`config.mk`:
```
export PLATFORM = sky130hd
export DESIGN_NAME = ir_cam_i2c_responder
export DESIGN_NICKNAME = d
export VERILOG_FILES = /design/src/rtl/ir_cam_pkg.sv /design/src/rtl/i2c_bus_sync.sv /design/src/rtl/ir_cam_i2c_responder.sv
export SDC_FILE = /design/constraint.sdc
export NUM_CORES = 1
export LEC_CHECK = 0
export CORE_ASPECT_RATIO = 0.6
export CORE_UTILIZATION = 45
export CTS_BUF_LIST = sky130_fd_sc_hd__clkbuf_4
export DETAILED_ROUTE_END_ITERATION = 8
export PLACE_DENSITY_LB_ADDON = 0.08
export REMOVE_ABC_BUFFERS = 1
export SLEW_MARGIN = 20
export SYNTH_ARGS = -nofsm -noshare
export SYNTH_HDL_FRONTEND = slang
export SYNTH_HIERARCHICAL = 1
export SYNTH_SLANG_ARGS = --single-unit
```
`constraint.sdc`:
```
create_clock -name clk -period 6.3 [get_ports clk]
set_input_delay 0.63 -clock clk [delete_from_list [all_inputs] [get_ports clk]]
set_output_delay 0.63 -clock clk [all_outputs]
set_load 0.01 [all_outputs]
```
`src/rtl/ir_cam_pkg.sv`:
```
// Shared constants, FSM encoding and read-map helper for the IR camera I2C responder.
package ir_cam_pkg;

  localparam logic [6:0]  CAM_ADDR        = 7'h58;
  localparam logic [7:0]  REG_CTRL        = 8'h30;
  localparam logic [7:0]  REG_SENS        = 8'h33;
  localparam logic [7:0]  REG_REPORT      = 8'h36;
  localparam int unsigned REPORT_LEN      = 16;
  localparam logic [7:0]  REG_REPORT_LAST = REG_REPORT + 8'(REPORT_LEN - 1);

  typedef enum logic [2:0] {
    StIdle,
    StAddr,
    StAddrAck,
    StWrByte,
    StWrAck,
    StRdByte,
    StRdAck
  } i2c_state_e;

  // Byte served for a read pointer; rep1..rep3 are the snapshotted report bytes 1..3.
  function automatic logic [7:0] read_map(input logic [7:0] ptr,
                                          input logic [7:0] ctrl,
                                          input logic [7:0] sens,
                                          input logic [7:0] rep1,
                                          input logic [7:0] rep2,
                                          input logic [7:0] rep3);
    logic [7:0] idx;
    logic [7:0] res;
    idx = ptr - REG_REPORT;
    res = 8'h00;
    if (ptr == REG_CTRL) begin
      res = ctrl;
    end else if (ptr == REG_SENS) begin
      res = sens;
    end else if (ptr >= REG_REPORT && ptr <= REG_REPORT_LAST) begin
      case (idx)
        8'd0:    res = 8'h00;
        8'd1:    res = rep1;
        8'd2:    res = rep2;
        8'd3:    res = rep3;
        default: res = 8'hFF;
      endcase
    end
    return res;
  endfunction

endpackage

```
`src/rtl/i2c_bus_sync.sv`:
```
// Synchronizes SCL/SDA into the clk domain and flags SCL edges and START/STOP conditions.
module i2c_bus_sync #(
  parameter int unsigned SYNC_DEPTH = 2
) (
  input  logic clk_i,
  input  logic reset_i,
  input  logic scl_i,
  input  logic sda_i,
  output logic scl_rise_o,
  output logic scl_fall_o,
  output logic start_det_o,
  output logic stop_det_o,
  output logic sda_s_o
);

  logic [SYNC_DEPTH-1:0] scl_sync_q;
  logic [SYNC_DEPTH-1:0] sda_sync_q;
  logic                  scl_prev_q;
  logic                  sda_prev_q;
  logic                  scl_s;
  logic                  sda_s;

  // Reset to the idle-bus level so leaving reset never fakes an edge on a quiet bus.
  always_ff @(posedge clk_i or posedge reset_i) begin
    if (reset_i) begin
      scl_sync_q <= '1;
      sda_sync_q <= '1;
      scl_prev_q <= 1'b1;
      sda_prev_q <= 1'b1;
    end else begin
      scl_sync_q <= {scl_sync_q[SYNC_DEPTH-2:0], scl_i};
      sda_sync_q <= {sda_sync_q[SYNC_DEPTH-2:0], sda_i};
      scl_prev_q <= scl_s;
      sda_prev_q <= sda_s;
    end
  end

  assign scl_s       = scl_sync_q[SYNC_DEPTH-1];
  assign sda_s       = sda_sync_q[SYNC_DEPTH-1];
  assign scl_rise_o  = scl_s & ~scl_prev_q;
  assign scl_fall_o  = ~scl_s & scl_prev_q;
  assign start_det_o = scl_s & scl_prev_q & sda_prev_q & ~sda_s;
  assign stop_det_o  = scl_s & scl_prev_q & ~sda_prev_q & sda_s;
  assign sda_s_o     = sda_s;

endmodule

```
`src/rtl/ir_cam_i2c_responder.sv`:
```
// I2C target emulating the IR blob camera: register writes via pointer, 16-byte position reads.
module ir_cam_i2c_responder
  import ir_cam_pkg::*;
#(
  parameter logic [6:0]  DEV_ADDR   = CAM_ADDR,
  parameter int unsigned SYNC_DEPTH = 2
) (
  input  logic       clk,
  input  logic       reset,
  input  logic       i2c_scl,
  input  logic       i2c_sda_in,
  output logic       i2c_sda,
  input  logic [9:0] blob_x,
  input  logic [9:0] blob_y,
  input  logic [3:0] blob_size,
  input  logic       blob_valid,
  output logic [7:0] cfg_ctrl,
  output logic [7:0] cfg_sens,
  output logic       cfg_wr,
  output logic       busy
);

  logic scl_rise, scl_fall, start_det, stop_det, sda_s;

  i2c_bus_sync #(
    .SYNC_DEPTH(SYNC_DEPTH)
  ) u_sync (
    .clk_i      (clk),
    .reset_i    (reset),
    .scl_i      (i2c_scl),
    .sda_i      (i2c_sda_in),
    .scl_rise_o (scl_rise),
    .scl_fall_o (scl_fall),
    .start_det_o(start_det),
    .stop_det_o (stop_det),
    .sda_s_o    (sda_s)
  );

  i2c_state_e state_q, state_d;
  logic [3:0] cnt_q, cnt_d;
  logic [7:0] sr_q, sr_d;
  logic [7:0] ptr_q, ptr_d;
  logic       first_q, first_d;
  logic       rw_q, rw_d;
  logic       sda_q, sda_d;
  logic       busy_q, busy_d;
  logic [7:0] ctrl_q, ctrl_d;
  logic [7:0] sens_q, sens_d;
  logic       wr_q, wr_d;
  logic [7:0] rep1_q, rep1_d;
  logic [7:0] rep2_q, rep2_d;
  logic [7:0] rep3_q, rep3_d;

  logic [7:0] shifted;
  logic [7:0] rd_data;

  assign shifted = {sr_q[6:0], sda_s};
  assign rd_data = read_map(ptr_q, ctrl_q, sens_q, rep1_q, rep2_q, rep3_q);

  always_ff @(posedge clk or posedge reset) begin
    if (reset) begin
      state_q <= StIdle;
      cnt_q   <= 4'd0;
      sr_q    <= 8'h00;
      ptr_q   <= 8'h00;
      first_q <= 1'b0;
      rw_q    <= 1'b0;
      sda_q   <= 1'b1;
      busy_q  <= 1'b0;
      ctrl_q  <= 8'h00;
      sens_q  <= 8'h00;
      wr_q    <= 1'b0;
      rep1_q  <= 8'hFF;
      rep2_q  <= 8'hFF;
      rep3_q  <= 8'hFF;
    end else begin
      state_q <= state_d;
      cnt_q   <= cnt_d;
      sr_q    <= sr_d;
      ptr_q   <= ptr_d;
      first_q <= first_d;
      rw_q    <= rw_d;
      sda_q   <= sda_d;
      busy_q  <= busy_d;
      ctrl_q  <= ctrl_d;
      sens_q  <= sens_d;
      wr_q    <= wr_d;
      rep1_q  <= rep1_d;
      rep2_q  <= rep2_d;
      rep3_q  <= rep3_d;
    end
  end

  always_comb begin
    state_d = state_q;
    cnt_d   = cnt_q;
    sr_d    = sr_q;
    ptr_d   = ptr_q;
    first_d = first_q;
    rw_d    = rw_q;
    sda_d   = sda_q;
    busy_d  = busy_q;
    ctrl_d  = ctrl_q;
    sens_d  = sens_q;
    wr_d    = 1'b0;
    rep1_d  = rep1_q;
    rep2_d  = rep2_q;
    rep3_d  = rep3_q;

    // Bus conditions override whatever data phase is in progress.
    if (stop_det) begin
      state_d = StIdle;
      sda_d   = 1'b1;
      busy_d  = 1'b0;
    end else if (start_det) begin
      state_d = StAddr;
      cnt_d   = 4'd0;
      sda_d   = 1'b1;
    end else begin
      case (state_q)
        StIdle: ;

        StAddr: begin
          if (scl_rise) begin
            sr_d  = shifted;
            cnt_d = cnt_q + 4'd1;
            if (cnt_q == 4'd7) begin
              cnt_d = 4'd0;
              if (shifted[7:1] == DEV_ADDR) begin
                state_d = StAddrAck;
                busy_d  = 1'b1;
                rw_d    = shifted[0];
                first_d = 1'b1;
              end else begin
                state_d = StIdle;
                busy_d  = 1'b0;
              end
            end
          end
        end

        // cnt 0: waiting for the fall that opens the ACK slot; cnt 1: ACK slot in progress.
        StAddrAck, StWrAck: begin
          if (scl_fall) begin
            if (cnt_q == 4'd0) begin
              sda_d = 1'b0;
              cnt_d = 4'd1;
              if (state_q == StAddrAck && rw_q) begin
                rep1_d = blob_valid ? blob_x[7:0] : 8'hFF;
                rep2_d = blob_valid ? blob_y[7:0] : 8'hFF;
                rep3_d = blob_valid ? {blob_y[9:8], blob_x[9:8], blob_size} : 8'hFF;
              end
            end else begin
              cnt_d = 4'd0;
              if (state_q == StAddrAck && rw_q) begin
                sr_d    = rd_data;
                sda_d   = rd_data[7];
                state_d = StRdByte;
              end else begin
                sda_d   = 1'b1;
                state_d = StWrByte;
              end
            end
          end
        end

        StWrByte: begin
          if (scl_rise) begin
            sr_d  = shifted;
            cnt_d = cnt_q + 4'd1;
            if (cnt_q == 4'd7) begin
              cnt_d   = 4'd0;
              state_d = StWrAck;
              if (first_q) begin
                ptr_d   = shifted;
                first_d = 1'b0;
              end else begin
                wr_d  = 1'b1;
                ptr_d = ptr_q + 8'd1;
                if (ptr_q == REG_CTRL) begin
                  ctrl_d = shifted;
                end else if (ptr_q == REG_SENS) begin
                  sens_d = shifted;
                end
              end
            end
          end
        end

        StRdByte: begin
          if (scl_rise) begin
            cnt_d = cnt_q + 4'd1;
          end else if (scl_fall) begin
            if (cnt_q == 4'd8) begin
              sda_d   = 1'b1;
              cnt_d   = 4'd0;
              ptr_d   = ptr_q + 8'd1;
              state_d = StRdAck;
            end else begin
              sr_d  = {sr_q[6:0], 1'b0};
              sda_d = sr_q[6];
            end
          end
        end

        StRdAck: begin
          if (scl_rise) begin
            if (sda_s) begin
              state_d = StIdle;
              busy_d  = 1'b0;
            end else begin
              cnt_d = 4'd1;
            end
          end else if (scl_fall && cnt_q == 4'd1) begin
            cnt_d   = 4'd0;
            sr_d    = rd_data;
            sda_d   = rd_data[7];
            state_d = StRdByte;
          end
        end

        default: state_d = StIdle;
      endcase
    end
  end

  assign i2c_sda  = sda_q;
  assign cfg_ctrl = ctrl_q;
  assign cfg_sens = sens_q;
  assign cfg_wr   = wr_q;
  assign busy     = busy_q;

endmodule

```
Word level (Yosys, flattened, before mapping)
Index checks and enable logic that the tools add are counted.

Register bits after elaboration: 73. Bits of input ports: 29. Output and inout bits: 19. Logic and storage cells: 202.

$add $sub $neg: 3. Order comparisons: 2. Equal/unequal tests: 55. Mux-type cells: 84. Bitwise operators: 15. Reductions and logical operators: 25.

Operators by type and width (number): two-way mux 8 bit (12); two-way mux 7 bit (9); != test 4 bit (second input constant) (15); two-way mux 3 bit (15); two-way mux 4 bit (10); case mux 8 bit (4 select lines) (1); AND reduction 8 bit (4); two-way mux 1 bit (29); != test 2 bit (second input constant) (14); case mux 7 bit (4 select lines) (1); AND reduction 12 bit (2); AND reduction 6 bit (4); case mux 3 bit (6 select lines) (1); equality test 8 x 2 -> 1 bit (second input constant) (2); equality test 8 x 6 -> 1 bit (second input constant) (2); case mux 4 bit (4 select lines) (1); case mux 8 bit (2 select lines) (1); != test 3 bit (second input constant) (5); nonzero test 5 bit (2); equality test 3 bit (second input constant) (3); adder 8 x 1 -> 8 bit (second input constant) (1); equality test 8 x 1 -> 1 bit (second input constant) (1); >= comparator 8 x 6 -> 1 bit (second input constant) (1); less-or-equal comparator 8 x 7 -> 1 bit (second input constant) (1); other kinds (27) (47).

Logic depth before layout (Yosys ltp)
Gate-level depths: netlist of run 1.

Depth after elaboration: 12. Gate-level depth with buffers: 9. Mapped depth without buffers: 7.

Cells and area by module
The synthesis of run 1 kept the hierarchy.

By module, submodules not included: ir_cam_i2c_responder (times used 1, cells each 465, area an instance 4240.3 µm², seq. area each 1707.9 µm²); i2c_bus_sync (times used 1, cells each 11, area an instance 193.9 µm², seq. area each 157.7 µm²).

Worst setup path before layout of run 1
No wires, ideal clock.

Path type: register -> register. Start: register u_sync.sda_sync_q[1]. End: register sens_q[1], in the netlist cfg_sens[1]. Library setup time: 0.125 ns. Arrival: 2.135 ns. Required time: 6.175 ns. Slack: 4.040 ns. Cell stages (with the launch flop): 7. Buffers on the path: 0. Period minus slack after synthesis: 2.260 ns. Cells stage by stage: dfstp_2 -> and4b_1 -> nor2_2 -> nand4_1 -> or2_4 -> nor3_4 -> mux2_2.

Cells in the longest elaborated chain, start to end: 4. Elaborated cells on any way between the ends: 6. Classes of those cells: bitwise (5); reduce/logical (1).

Ends and longest elaborated chain: from (decl) (line i2c_bus_sync.sv:17) `logic [SYNC_DEPTH-1:0] sda_sync_q;`; from (signal assigned) (line i2c_bus_sync.sv:32) `sda_sync_q <= {sda_sync_q[SYNC_DEPTH-2:0], sda_i};`; inverter 1 bit (line i2c_bus_sync.sv:42) `assign start_det_o = scl_s & scl_prev_q & sda_prev_q & ~sda_s;`; AND 1 bit (line i2c_bus_sync.sv:42); via start_det (line ir_cam_i2c_responder.sv:23) `logic scl_rise, scl_fall, start_det, stop_det, sda_s;`; inverter 1 bit (no line); AND reduction 8 bit (no line); to (signal assigned) (line ir_cam_i2c_responder.sv:86) `sens_q <= sens_d;`; to (decl) (line ir_cam_i2c_responder.sv:48) `logic [7:0] sens_q, sens_d;`.

The timed path passes the listed nets, and every way through them passes these cells. A chain may end at the register's enable or synchronous reset.

Worst setup path after layout of run 1
Start: register u_sync.sda_sync_q[1]. End: register sens_q[4], in the netlist cfg_sens[4].

Same word-level chain as after synthesis.

==> results of run 1 <==
cell families (layout without fill, tap and decap cells):
logic type | Yosys count | in the layout | share of synthesized area (%)
xor+xnor | 2 | 2 | 0.395
buf+inv | 68 | 102 | 6.46
compound gates | 134 | 134 | 21.5
mux | 24 | 24 | 6.09
flops | 73 | 73 | 42.1
simple gates | 167 | 167 | 21.2
fa+ha+maj | 8 | 8 | 2.26
per-layer routing:
metal | GRT usage, % | vias up | wire length, µm
li1 | - | 1809 | -
met5 | 0 | - | 0
met4 | 5.35 | 0 | 57
met1 | 39.2 | 1837 | 6030
met2 | 32.9 | 145 | 4670
met3 | 6.94 | 7 | 817
where the power goes:
| part | switching, W | internal [W] |
|---|---|---|
| clock | 0.000171 | 0.000163 |
| sequential | 0.0000895 | 0.000507 |
| combinational | 0.000162 | 0.000140 |
| total | 0.000422 | 0.000810 |
critical path, stage by stage (launching register included):
cell	delay, ps
dfstp_2	730
and4b_1	350
nor2_2	370
nand4_1	220
or2_4	360
nor3_4	460
mux2_2	390
state kept, by name (all words and copies together) (netlist names):
signal,flops
cfg_ctrl,8
cfg_sens,8
ptr_q,8
rep1_q,8
rep2_q,8
rep3_q,8
sr_q,7
cnt_q,4
state_q,3
u_sync/scl_sync_q,2
u_sync/sda_sync_q,2
busy,1
cfg_wr,1
first_q,1
i2c_sda,1
rw_q,1
u_sync/scl_prev_q,1
u_sync/sda_prev_q,1
per-stage QoR:
stage / worst slack (ps) / hold slack, ps / util [%] / instances
floorplan: 2850 / 345 / - / 444
global placement: 3340 / 345 / 52.8 / 624
detailed placement: 3350 / 347 / 52.8 / 624
CTS: 3330 / 368 / 54.5 / 640
global route: 3130 / 369 / 54.5 / 640
finish: 3310 / 365 / 54.5 / 640
layout make-up:
| cell class | count | area share [%] |
|---|---|---|
| clock buffer | 10 | 1.47 |
| clock inverter | 6 | 1.64 |
| inverter | 36 | 2.65 |
| multi-input combinational | 335 | 44.8 |
| sequential | 73 | 36.6 |
| tap | 130 | 3.19 |
| timing repair buffer | 50 | 9.67 |
layout by cell type (no fill, tap or decap), drive strengths merged, types with 5 or more instances in the layout:
master         Yosys  final
nor2              57     57
clkdlybuf4s50      0     47
dfrtp             42     42
inv               36     36
a31oi             31     31
dfstp             31     31
nand2             26     26
mux2              24     24
o21ai             21     21
a21oi             15     15
nand3b            10     10
nor3b             10     10
a211oi            10     10
clkbuf            18     10
nand3              8      8
a221oi             8      8
a222oi             8      8
ha                 8      8
nor3               8      8
nor2b              7      7
nand2b             6      6
and4b              5      5
worst min path at each step:
stage	to	slack, ps	depth (start not counted)
after CTS	u_sync/scl_sync_q[1]	370	0
after global placement	u_sync/sda_sync_q[1]	350	0
after floorplan	u_sync/scl_sync_q[1]	350	0
after global routing	u_sync/scl_sync_q[1]	370	0
final	u_sync/scl_sync_q[1]	360	0
after detailed placement	u_sync/sda_sync_q[1]	350	0
synth_stat cells, types with 3 or more instances:
| cell | number | area [µm²] |
|---|---|---|
| o31ai_1 | 3 | 22.5 |
| nor2_1 | 56 | 210 |
| nor3b_1 | 10 | 75.1 |
| nor3_4 | 3 | 48.8 |
| a222oi_1 | 8 | 80.1 |
| dfstp_2 | 31 | 815 |
| a21oi_1 | 15 | 75.1 |
| nor3_1 | 5 | 25.0 |
| o22ai_1 | 3 | 18.8 |
| inv_1 | 36 | 135 |
| a211oi_1 | 10 | 75.1 |
| mux2_2 | 23 | 259 |
| nand3b_1 | 10 | 75.1 |
| o211ai_1 | 3 | 22.5 |
| a31oi_1 | 31 | 194 |
| ha_1 | 8 | 100 |
| nand2_1 | 26 | 97.6 |
| o21bai_1 | 3 | 22.5 |
| buf_4 | 3 | 22.5 |
| and4b_1 | 5 | 50.1 |
| nand3_1 | 8 | 40.0 |
| o21ai_0 | 21 | 105 |
| nand2b_1 | 6 | 37.5 |
| buf_2 | 10 | 50.1 |
| o2bb2ai_1 | 3 | 26.3 |
| a2bb2oi_1 | 4 | 35.0 |
| a221oi_1 | 8 | 70.1 |
| and2_1 | 3 | 18.8 |
| clkbuf_1 | 18 | 67.6 |
| or3_1 | 4 | 25.0 |
| nor2b_1 | 7 | 43.8 |
| dfrtp_1 | 42 | 1050 |
| nand4_1 | 3 | 18.8 |
==> run metrics, run 1 <==
Max Slew Vio Count 0; initial antenna violation count 0; Pwr Density 242 nW/µm²; footprint of the multi-input gates 2280 µm²; Final period util 47.4%; Post-DP Area between 4000 and 5000 µm²; Setup crit start kind flip-flop; Async SR Flop Fraction 100%; IO buf count 47; RSZ-0062 raised after global routing false; Inserted Clock Buffers 9; Final min period 2990 ps; DPL Wire Length 8.16 mm; drt via density between 5 and 6; HP Class reg2reg; post-synthesis instance area 4430 µm²; initial drt markers 353; Post-Route WL 11.6 mm; Detail Route Antenna Nets 0; Clock Path Buffers 2; actual transition at the worst max-transition pin roughly 960 ps; I/O pin total 48; fmax 0.335 GHz; largest fanout on the critical path 13; crit path DAT about 3300 ps; Post-synth EDFFs 0; Clock Sinks 73; Seq/Total Area, Yosys 42.1%; max_slew headroom 36.2%; CP Class reg2reg; Max-cap violations 0; Overall Power 0.00123 W; row cnt 27; grt total ovfl 0; Synth cell types between 60 and 70; clk root buf clkbuf_4; Worst Setup End Kind flip-flop; FF+latch count, synth 73; vias in the first global route 3,616; Final nets around 540; worst setup path start u_sync/sda_sync_q[1]; status finished clean; first-pass GRT wire length 19.3 mm; cells on worst reg2reg path 6; starting density of the core 47.4%; syn_area_per_cell roughly 9.3 µm²; Synth Instances roughly 480; FF-to-FF End cfg_sens[4]; ANT cells 0; # resized after CTS 0; share of post-route cells with drive strength above 1 17.6%; R2R Setup Slk between 3000 and 4000 ps; die footprint 10,300 µm²; clk slew on worst S/H paths roughly 130 ps; drc violations 0; DR pass1 iterations 5; Worst EP required 6630 ps; setup TNS 0 ps; leak pwr 2.05 nW; clock latency on the worst-skew pair 440 ps; CTS tree built; largest net degree at the start of global routing 68; min-delay src u_sync/scl_sync_q[0]; Syn-to-layout area delta 15.0%; Die Span X approximately 130 µm; filler cell count roughly 880; Crit Reg-Reg Startpoint u_sync/sda_sync_q[1]; hold buffers post-CTS 0; register area 1870 µm²; WL per Instance 18.1 µm; worst vdd rail ir drop 0.147 mV; Syn. warnings 6; Die H between 70 and 80 µm; design area 5100 µm²; clk_skew 14.9 ps; vias 3,798; Post-synth top flop dfrtp_1; Core Footprint 9360 µm²; gr usage total 24.9%; final setup violating endpoints 0; # H-tree levels 3; critical path capture point cfg_sens[4]; GP Congestion about 0.95; setup repair bufs after CTS 0; Hold Violations, Final 0
Power figures use the tool's default switching activity.
==> inputs of run 2 (changes only) <==
==> constraint.sdc (replaced) <==
create_clock -name clk -period 2.7 [get_ports clk]
set_input_delay 0.27 -clock clk [delete_from_list [all_inputs] [get_ports clk]]
set_output_delay 0.27 -clock clk [all_outputs]
set_load 0.01 [all_outputs]
==> run 2 against run 1 <==
  * Flip-flop and latch count stayed put
  * Die area unchanged
  * First-iteration DRC count rose by 28%
  * Worst hold slack worse by 160 ps
  * Sequential share of layout area fell by 1.1 points
  * Global-route usage rose by 0.85 points
  * Register-to-register slack got worse by 3100 ps
  * Sequential power rose by 130%
  * Critical path depth up 2
  * Worst setup slack got worse by 3100 ps
==> run metrics, run 2 (synthesis results as in run 1) <==
Finished Core Util 56.2% (+1.7 points); grt total ovfl 0 (unchanged); clock latency on the worst-skew pair 450 ps (about the same); IO buf count 47 (unchanged); Post-Layout Cell Count 657 (+2.7%); footprint of the multi-input gates 2280 µm² (unchanged); ANT cells 0 (unchanged); leak pwr 2.15 nW (+4.8%); row cnt 27 (unchanged); initial antenna violation count 0 (unchanged); Pwr Density 561 nW/µm² (+130%); Worst Setup End Kind flip-flop; design area 5260 µm² (+3.1%); WL per Instance 18.3 µm (+1.1%); actual transition at the worst max-transition pin 879 ps (-78.3 ps); # H-tree levels 3 (unchanged); commonest non-fill, non-tap cell in the layout nor2_1; first-pass GRT wire length 20.0 mm (+3.3%); Core Footprint 9360 µm² (unchanged); vias in the first global route 3,756 (+3.9%); worst vdd rail ir drop 0.246 mV (+68%); clk slew on worst S/H paths 130 ps (about the same); drt via density 5.98 (+0.72%); critical path's top delay family simple AND/OR/NAND/NOR gates; CP Class reg2reg; hold buffers post-CTS 0 (unchanged); setup repair bufs after CTS 0 (unchanged); initial drt markers 451 (+28%); filler cell count 833 (-4.9%); slowest stage delay, CP 550 ps (-180 ps); GR Layer Usage met3 9.70% (+2.8 points); GR peak layer met1; drc violations 0 (unchanged); Die Span X 130 µm (unchanged); crit path DAT 2840 ps (-480 ps); met1 Usage GRT 39.0% (-0.20 points); Die H 78.9 µm (unchanged); vias 3,927 (+3.4%); gr usage total 25.8% (+0.85 points); GP Congestion 0.946 (-0.73%); Setup crit start kind flip-flop; Clock Path Buffers 2 (unchanged); met2 usage in global routing 33.9% (+1.0 points); DR pass1 iterations 5 (unchanged); Max-cap violations 0 (unchanged); Final nets 559 (+3.1%); CTS tree built; status finished clean; largest fanout on the critical path 48 (+35); HP Class in2async; # resized after CTS 0 (unchanged); final setup violating endpoints 0 (unchanged); largest net degree at the start of global routing 68 (unchanged); Worst EP required 3060 ps (-3570 ps); register area 1870 µm² (unchanged); Final min period 2490 ps (-500 ps); Detail Route Antenna Nets 0 (unchanged); fmax 0.402 GHz (+20%); RSZ-0062 raised after global routing false; clk_skew 30.5 ps (+15.6 ps); starting density of the core 47.4% (unchanged); crit-path cells and4b_1 -> buf_4 -> or2_1 -> or4_1 -> nor2_2 -> buf_12 -> nor2_1 -> a31oi_1; Overall Power 0.00295 W (+140%); Inst Count DP 641 (+2.7%); I/O pin total 48 (unchanged); Hold Violations, Final 0 (unchanged); Inserted Clock Buffers 9 (unchanged); Final period util 92.1% (+45 points); Syn-to-layout area delta 18.6%; commonest non-fill, non-tap cells in the layout nor2_1, clkdlybuf4s50_1, dfrtp_1; clk root buf clkbuf_4; DPL Wire Length 8.71 mm (+6.8%); Max Slew Vio Count 0 (unchanged); Clock Sinks 73 (unchanged); share of post-route cells with drive strength above 1 20.7% (+3.0 points); Post-Route WL 12.0 mm (+3.7%); die footprint 10,300 µm² (unchanged); Post-DP Area 5090 µm² (+3.1%); slowest cell on the critical path dfstp_2; buffers and inverters on the worst path 2 (+2); max_slew headroom 41.2% (+5.0 points)
run 2: report_power, final:
group	switching [W]	leakage, nW	total [W]	internal [W]
Sequential	0.000165	0.899	0.00135	0.00118
Combinational	0.000426	1.16	0.000789	0.000362
Clock	0.000425	0.0910	0.000816	0.000391
Total	0.00102	2.15	0.00295	0.00194
run 2: worst paths after layout:
check	startpoint	endpoint	slack [ps]	cells past startpoint
setup / recovery	u_sync/sda_sync_q[1]	rep3_q[3]	210	8
setup reg to reg	u_sync/sda_sync_q[1]	rep3_q[3]	210	8
min in group clk	i2c_scl	u_sync/scl_sync_q[0]	220	1
hold / removal	reset	cfg_ctrl[0]	200	3
max in group asynchronous	reset	i2c_sda	2100	3
hold reg to reg	u_sync/sda_sync_q[0]	u_sync/sda_sync_q[1]	370	0
run 2: area by class of cell:
cell class                      instances  share of cell area, %
Tap cell                              130                   3.09
Clock inverter                          6                   1.74
Timing Repair Buffer                   67                   12.3
Clock buffer                           10                   1.43
Inverter                               36                   2.57
Sequential cell                        73                   35.5
Multi-Input combinational cell        335                   43.4
run 2: stage by stage:
| stage | setup WS [ps] | hold slack (ps) | setup TNS [ps] |
|---|---|---|---|
| 2_1_floorplan | -746 | 269 | -17910 |
| 3_3_place_gp | 252 | 349 | 0 |
| 3_5_place_dp | 250 | 349 | 0 |
| 4_1_cts | 215 | 203 | 0 |
| 5_1_grt | 91.3 | 209 | 0 |
| 6_report | 213 | 203 | 0 |
run 2: worst reg2reg max path, stage by stage, from the launching register on:
cell	delay (ps)
dfstp_2	550
and4b_1	250
buf_4	170
or2_1	290
or4_1	510
nor2_2	190
buf_12	230
nor2_1	70
a31oi_1	150
run 2: layer usage:
metal	routed length, µm	vias to the layer above
li1	-	1850
met1	5930	1903
met2	4770	166
met3	1220	8
met4	84	0
met5	0	-
